===== config.mk =====
export PLATFORM = sky130hd
export DESIGN_NAME = apb_master_bridge
export DESIGN_NICKNAME = d
export VERILOG_FILES = /design/src/rtl/apb_master_bridge.sv
export SDC_FILE = /design/constraint.sdc
export NUM_CORES = 1
export LEC_CHECK = 0
export CAP_MARGIN = 15
export CORE_MARGIN = 2
export CORE_UTILIZATION = 60
export DETAILED_ROUTE_END_ITERATION = 12
export DONT_BUFFER_PORTS = 1
export GPL_TIMING_DRIVEN = 1
export PLACE_DENSITY = 0.76
export SETUP_SLACK_MARGIN = 0.3
export SLEW_MARGIN = 20
export SYNTH_ARGS = -nofsm -noshare
export SYNTH_HDL_FRONTEND = slang
export SYNTH_SLANG_ARGS = --single-unit

===== constraint.sdc =====
create_clock -name sys_clk -period 3.1 [get_ports sys_clk]
set_clock_uncertainty 0.15 [all_clocks]
set_input_delay 0.62 -clock sys_clk [delete_from_list [all_inputs] [get_ports sys_clk]]
set_output_delay 0.62 -clock sys_clk [all_outputs]
set_load 0.01 [all_outputs]

===== src/rtl/apb_master_bridge.sv =====
// Single-outstanding APB4 initiator: valid/ready command in, one response out per command.
// Latency: psel 1 cycle after accept, penable at 2, rsp_valid at 3 with no wait states; +1 per wait state.
// Backpressure: cmd_ready only in IDLE; the response is held until rsp_ready.
module apb_master_bridge #(
    parameter int ADDR_W  = 12,
    parameter int DATA_W  = 32,
    parameter int TIMEOUT = 16
) (
    input  logic                sys_clk,
    input  logic                sys_rst_n,
    input  logic                cmd_valid,
    output logic                cmd_ready,
    input  logic                cmd_write,
    input  logic [ADDR_W-1:0]   cmd_addr,
    input  logic [DATA_W-1:0]   cmd_wdata,
    input  logic [DATA_W/8-1:0] cmd_strb,
    output logic                rsp_valid,
    input  logic                rsp_ready,
    output logic [DATA_W-1:0]   rsp_rdata,
    output logic                rsp_err,
    output logic                rsp_timeout,
    output logic                tim_psel,
    output logic                tim_penable,
    output logic                tim_pwrite,
    output logic [ADDR_W-1:0]   tim_paddr,
    output logic [DATA_W-1:0]   tim_pwdata,
    output logic [DATA_W/8-1:0] tim_pstrb,
    input  logic                tim_pready,
    input  logic [DATA_W-1:0]   tim_prdata,
    input  logic                tim_pslverr
);

    localparam int CNT_W = (TIMEOUT > 0) ? $clog2(TIMEOUT + 1) : 1;
    localparam logic [CNT_W-1:0] CNT_LAST = CNT_W'((TIMEOUT > 0) ? TIMEOUT - 1 : 0);

    localparam logic [1:0] ST_IDLE   = 2'd0;
    localparam logic [1:0] ST_SETUP  = 2'd1;
    localparam logic [1:0] ST_ACCESS = 2'd2;
    localparam logic [1:0] ST_RESP   = 2'd3;

    logic [1:0]       state;
    logic [CNT_W-1:0] wait_cnt;

    // Bus strobes decode straight from state so reset drops them without a clock edge.
    assign cmd_ready   = (state == ST_IDLE);
    assign tim_psel    = (state == ST_SETUP) || (state == ST_ACCESS);
    assign tim_penable = (state == ST_ACCESS);
    assign rsp_valid   = (state == ST_RESP);

    always_ff @(posedge sys_clk or negedge sys_rst_n) begin
        if (!sys_rst_n) begin
            state       <= ST_IDLE;
            wait_cnt    <= '0;
            tim_pwrite  <= 1'b0;
            tim_paddr   <= '0;
            tim_pwdata  <= '0;
            tim_pstrb   <= '0;
            rsp_rdata   <= '0;
            rsp_err     <= 1'b0;
            rsp_timeout <= 1'b0;
        end else begin
            case (state)
                ST_IDLE: begin
                    if (cmd_valid) begin
                        if (cmd_addr[1:0] != 2'b00) begin
                            // Misaligned: answer with an error and leave the bus untouched.
                            state       <= ST_RESP;
                            rsp_rdata   <= '0;
                            rsp_err     <= 1'b1;
                            rsp_timeout <= 1'b0;
                        end else begin
                            state      <= ST_SETUP;
                            wait_cnt   <= '0;
                            tim_pwrite <= cmd_write;
                            tim_paddr  <= cmd_addr;
                            tim_pwdata <= cmd_wdata;
                            tim_pstrb  <= cmd_write ? cmd_strb : '0;
                        end
                    end
                end
                ST_SETUP: state <= ST_ACCESS;
                ST_ACCESS: begin
                    if (tim_pready) begin
                        state       <= ST_RESP;
                        rsp_rdata   <= (tim_pwrite || tim_pslverr) ? '0 : tim_prdata;
                        rsp_err     <= tim_pslverr;
                        rsp_timeout <= 1'b0;
                    end else if ((TIMEOUT > 0) && (wait_cnt == CNT_LAST)) begin
                        state       <= ST_RESP;
                        rsp_rdata   <= '0;
                        rsp_err     <= 1'b1;
                        rsp_timeout <= 1'b1;
                    end else begin
                        wait_cnt <= wait_cnt + 1'b1;
                    end
                end
                ST_RESP: begin
                    if (rsp_ready) begin
                        state    <= ST_IDLE;
                        wait_cnt <= '0;
                    end
                end
                default: state <= ST_IDLE;
            endcase
        end
    end

endmodule

==> results.py, run 1 <==
metrics = {
    "timing": {
        "layout_min_cycle_time_ps": 2440,
        "fin_crit_sh": 0.787,
        "rsz0062_at_grt": "no",
        "fmax_mhz": 410,
        "worst_hold_slack_ps": -184,
        "setup_violations": 0,
        "slew_headroom": 0.639,
        "fin_tns_setup_ps": 0,
        "slew_violations": 0,
        "hold_viol": 90,
        "worst_pin_slew_ps": 540,
        "setup_slack_ps": 659,
    },
    "final_layout": {
        "num_antenna_cells": 0,
        "final_common_cell": "nand2_1",
        "final_cell_mix": "nand2_1 (209), dfrtp_1 (90), nand3_1 (41)",
        "n_fill_cell": 506,
        "fin_nets": 492,
        "drive_gt1_frac": 0.0522,
        "areaGrowthSynthToFinish_pct": 5.96,
    },
    "placement": {
        "gp_congestion": 0.777,
        "hpwlAfterDp_um": 5150,
        "port_buffers": 0,
        "dp_slack_ps": 651,
    },
    "critical_path": {
        "cp_max_fo": 34,
        "critPathCaptureType": "register",
        "criticalPathCategory": "reg2reg",
        "start_kind": "register",
        "cp.required_ps": 3230,
        "critPathArrivalTime_ps": 2570,
    },
    "logic_synthesis": {
        "syn_nets": 496,
        "synth_top_family_by_area": "simple AND/OR/NAND/NOR gates",
        "synth_cells": 403,
        "synthesis.area_mm2": 0.00367,
        "ys_seq_area_frac": 0.613,
        "synth-simple-area-share": 0.310,
        "synth_adder_area_share": 0.0204,
        "synth.avg_cell_area_um2": 9.11,
        "synth_compound_area_frac": 0.0191,
        "synth_mux_area_frac": 0.00273,
        "ys_types": 26,
        "synth_warnings": 0,
        "synth-xor-area-share": 0,
        "ys_ff_latch": 90,
    },
    "route": {
        "drc_errors": 0,
        "drtIter0Drc": 98,
        "wirelength_um": 7450,
        "viasPerCell": 5.49,
        "wl_per_cell_um": 15.6,
        "firstDrtPassIters": 4,
        "via_count": 2619,
        "ant_nets": 0,
    },
    "global_routing": {
        "met1_usage": 0.240,
        "first_global_vias": 2457,
        "grt_usage": 0.217,
        "grt_first_pass_wirelength_um": 11100,
        "met2_usage": 0.381,
        "grt.busiest_layer": "met2",
        "globalRouteMet3Util": 0.0717,
        "overflow": 0,
        "grt_max_degree": 91,
        "antenna_found_initial": 0,
    },
    "clock_tree": {
        "cts_tree": "yes",
        "clock-sinks": 90,
        "clock_latency_ps": 340,
        "cts_root_buffer": "clkbuf_8",
        "htree_levels": 3,
        "path_clk_slew_ps": 80,
        "cts_made_buffers": 9,
        "cts_buffer_depth": 2,
        "post_cts_buffers": 0,
        "ctsResizeCount": 0,
    },
    "die": {
        "initial_core_util": 0.620,
        "io_pins": 174,
        "fp.dieH_um": 82.2,
        "die_area_mm2": 0.00676,
        "fp-row-count": 28,
        "die_x_um": 82.2,
        "core_mm2": 0.00592,
    },
    "min_path": {
        "min_path_type": "in2async",
    },
    "job": {
        "maxCapViolCount": 0,
    },
    "run_status": {
        "status": "complete, but fails checks",
        "violations": "negative hold slack",
    },
    "power": {
        "power_density_mw_per_mm2": 978,
        "leakage_nw": 2.12,
        "peakVddDrop_uv": 483,
    },
}
[critical path, cell delays in order (launching register included)]
cell,delay (ps)
dfrtp_1,420
inv_1,90
ha_1,500
nor3b_1,530
or4_1,200
buf_4,310
nand2_1,100
nand2_1,70
[layout make-up]
type	instances	area, um^2	share of cell area
flip-flops and latches	90	2250	0.579
multi-input cells	287	1310	0.336
clock buffers	11	131	0.0338
well taps	75	93.8	0.0241
repair buffers	6	45.0	0.0116
clock inverters	3	42.5	0.0109
inverters	5	18.8	0.00482
[flip-flops by register name, indices dropped and copies added (netlist names)]
register     cells
rsp_rdata       32
tim_pstrb        4
tim_pwrite       1
tim_paddr       12
tim_pwdata      32
state            2
rsp_timeout      1
rsp_err          1
wait_cnt         5
[metal layers]
metal / part of all wire / vias up / wire (um)
li1: - / 1257 / -
met1: 0.40 / 1244 / 2970
met2: 0.49 / 108 / 3650
met3: 0.097 / 10 / 719
met4: 0.014 / 0 / 103
met5: 0 / - / 0
[metrics by stage]
stage | utilization | total power, W | area, um^2 | std cells
CTS | 0.657 | 0.00384 | 3890 | 477
floorplan | - | 0.00284 | 3670 | 403
finish | 0.657 | 0.00380 | 3890 | 477
global placement | 0.628 | 0.00305 | 3720 | 463
detailed placement | 0.628 | 0.00311 | 3720 | 463
global route | 0.657 | 0.00409 | 3890 | 477
[synth_stat cells]
| cell | number | area (um^2) |
|---|---|---|
| o32a_1 | 1 | 10.0 |
| nand3_1 | 41 | 205 |
| nor2b_1 | 1 | 6.26 |
| buf_2 | 11 | 55.1 |
| inv_1 | 5 | 18.8 |
| and2b_1 | 1 | 7.51 |
| nor3b_1 | 3 | 22.5 |
| nand4b_1 | 1 | 8.76 |
| nand2_1 | 209 | 785 |
| o21a_1 | 1 | 7.51 |
| nor3_1 | 2 | 10.0 |
| o21ai_0 | 5 | 25.0 |
| nand2b_1 | 1 | 6.26 |
| nor4_2 | 1 | 12.5 |
| and3_1 | 1 | 6.26 |
| dfrtp_1 | 90 | 2250 |
| nor2_1 | 3 | 11.3 |
| buf_4 | 4 | 30.0 |
| a2111oi_4 | 1 | 27.5 |
| mux2i_1 | 1 | 10.0 |
| or3b_1 | 1 | 8.76 |
| nand3b_1 | 3 | 22.5 |
| and2_1 | 3 | 18.8 |
| ha_1 | 6 | 75.1 |
| clkbuf_1 | 6 | 22.5 |
| or4_1 | 1 | 7.51 |
[where the power goes]
group          leakage, nW  internal, W  switching, W
Clock               0.0853     0.000363      0.000369
Combinational        0.855     0.000325      0.000631
Sequential            1.18      0.00160      0.000515
[final timing paths]
check | startpoint | end | slack, ps | depth (start not counted)
hold reg to reg | rsp_rdata[11] | rsp_rdata[11] | 390 | 2
min in group sys_clk | cmd_addr[5] | tim_paddr[5] | 230 | 2
max in group asynchronous | sys_rst_n | wait_cnt[0] | 2830 | 0
setup reg to reg | state[0] | rsp_rdata[5] | 660 | 7
hold / removal | sys_rst_n | rsp_rdata[16] | -180 | 0
setup / recovery | state[0] | rsp_rdata[5] | 660 | 7
[cell families after synthesis]
logic type                 Yosys count
muxes                                1
adders and majority gates            6
buffers and inverters               26
and+or+nand+nor                    272
DFF                                 90
AOI/OAI and AO/OA                    8
Power figures use the tool's default switching activity.
==> run 2, diff against run 1 <==
Clock period 3.1 ns to 2.5 ns, I/O delays scaled along.
==> run 2 against run 1 <==
The flow still finishes with violations (negative hold slack). Critical path depth is the same. Final cell count grew 1.7%. Non-clock buffer count up 7. Register-to-register slack worse by 340 ps. Via count is 3.4% higher. Sequential power is 24% higher. Sequential share of layout area decreased by 2.7 points. Clock-buffer cell count did not move. First-iteration DRC count decreased by 13%. Sequential cell count did not move.
==> results.py, run 2 (synthesized netlist as in run 1, its figures left out) <==
metrics = {
    "clock_tree": {
        "htree_levels": 3,
        "clock-sinks": 90,
        "cts_tree": "yes",
        "cts_buffer_depth": 2,
        "cts_made_buffers": 9,
        "path_clk_slew_ps": 80,
        "clock_latency_ps": 330,
        "cts_root_buffer": "clkbuf_8",
    },
    "route": {
        "drc_errors": 0,
        "via_count": 2707,
        "viasPerCell": 5.58,
        "wl_per_cell_um": 16.6,
        "drtIter0Drc": 85,
        "firstDrtPassIters": 5,
        "ant_nets": 0,
        "wirelength_um": 8070,
    },
    "timing": {
        "worst_pin_slew_ps": 519,
        "setup_violations": 0,
        "setup_slack_ps": 315,
        "worst_hold_slack_ps": -295,
        "hold_viol": 90,
        "slew_violations": 0,
        "slew_headroom": 0.653,
        "fin_tns_setup_ps": 0,
        "rsz0062_at_grt": "no",
        "fin_crit_sh": 0.874,
        "fmax_mhz": 458,
        "layout_min_cycle_time_ps": 2190,
    },
    "placement": {
        "dp_slack_ps": 177,
        "gp_congestion": 0.772,
        "hpwlAfterDp_um": 5250,
        "port_buffers": 0,
    },
    "die": {
        "die_area_mm2": 0.00676,
        "fp-row-count": 28,
        "initial_core_util": 0.620,
        "die_x_um": 82.2,
        "core_mm2": 0.00592,
        "fp.dieH_um": 82.2,
        "io_pins": 174,
    },
    "final_layout": {
        "drive_gt1_frac": 0.0902,
        "n_fill_cell": 460,
        "top_regs": "rsp_rdata: 32 flops, tim_pwdata: 32 flops, tim_paddr: 12 flops",
        "final_cell_mix": "nand2_1 (209), dfrtp_1 (90), nand3_1 (41)",
        "areaGrowthSynthToFinish_pct": 11.2,
        "final_common_cell": "nand2_1",
        "fin_nets": 500,
        "num_antenna_cells": 0,
    },
    "power": {
        "leakage_nw": 2.20,
        "peakVddDrop_uv": 657,
        "power_density_mw_per_mm2": 1260,
    },
    "critical_path": {
        "cp.required_ps": 2570,
        "start_kind": "register",
        "cp_slowest_cell": "a2111oi_4",
        "critPathCaptureType": "register",
        "critPathArrivalTime_ps": 2250,
        "path_delay_family": "compound AO/OA/AOI/OAI gates",
        "criticalPathCategory": "reg2reg",
        "crit_path_cell_trace": "ha_2, and3_4, ha_4, o21a_1, a2111oi_4, mux2i_1, nand2_1",
        "worst-path-buf-inv": 0,
        "cp_max_fo": 5,
        "crit_path_max_incr_delay_ps": 480,
    },
    "global_routing": {
        "grt_max_degree": 91,
        "antenna_found_initial": 0,
        "overflow": 0,
        "first_global_vias": 2468,
        "grt_usage": 0.208,
        "grt_first_pass_wirelength_um": 10800,
    },
    "run_status": {
        "violations": "negative hold slack",
        "status": "complete, but fails checks",
    },
    "job": {
        "maxCapViolCount": 0,
    },
    "min_path": {
        "min_path_type": "in2async",
    },
}
[run 2: changes by cell type in the layout (fill, tap and decap cells not counted), moves of 2 or more]
cell    previous run  this run
buf_4              6         8
ha_1               6         2
buf_12             0         2
ha_2               0         2
ha_4               0         2
buf_6              0         2
[run 2: final cells by class]
type                            instances  area (um^2)  area share
Inverter                                5         18.8     0.00459
Tap cell                               75         93.8      0.0230
Clock buffer                           11          141      0.0346
Timing Repair Buffer                   13          148      0.0361
Multi-Input combinational cell        288         1370       0.334
Clock inverter                          3         65.1      0.0159
Sequential cell                        90         2250       0.551
[run 2: metrics by stage]
| step | total power [W] | util | cell area (um^2) | hold slack [ps] | instances |
|---|---|---|---|---|---|
| 2_1_floorplan | 0.00352 | - | 3670 | 54.4 | 403 |
| 3_3_place_gp | 0.00380 | 0.634 | 3750 | 56.1 | 466 |
| 3_5_place_dp | 0.00388 | 0.634 | 3750 | 56.3 | 466 |
| 4_1_cts | 0.00494 | 0.672 | 3980 | -316 | 480 |
| 5_1_grt | 0.00550 | 0.690 | 4090 | -324 | 485 |
| 6_report | 0.00517 | 0.690 | 4090 | -295 | 485 |
[run 2: worst paths after layout]
path                               start            end  slack (ps)  cells past startpoint
setup / recovery             wait_cnt[1]    wait_cnt[3]         310                      7
setup reg to reg             wait_cnt[1]    wait_cnt[3]         310                      7
hold / removal                 sys_rst_n  rsp_rdata[23]        -290                      0
max in group asynchronous      sys_rst_n   tim_paddr[9]        2360                      0
hold reg to reg            rsp_rdata[10]  rsp_rdata[10]         390                      2
min in group sys_clk        cmd_wdata[9]  tim_pwdata[9]         110                      2
[run 2: report_power, final]
part / leakage [nW] / internal (W) / switching, W / total (W)
combinational: 0.908 / 0.000619 / 0.000894 / 0.00151
clock: 0.105 / 0.000579 / 0.000450 / 0.00103
sequential: 1.18 / 0.00199 / 0.000640 / 0.00263
[run 2: per-layer routing]
metal / vias to the layer above / part of all wire / GRT usage
met1: 1273 / 0.39 / 0.230
met4: 0 / 0.014 / 0.0900
li1: 1278 / - / -
met2: 144 / 0.51 / 0.366
met5: - / 0 / 0
met3: 12 / 0.093 / 0.0663
[run 2: repair_timing]
action / CTS / global route
buffers inserted: 0 / 2
gates resized for setup: 5 / 8
endpoints found under the setup margin: 79 / 36
endpoints found under the hold margin: 90 / 90
gates cloned: 0 / 3
pin swaps: 1 / 5
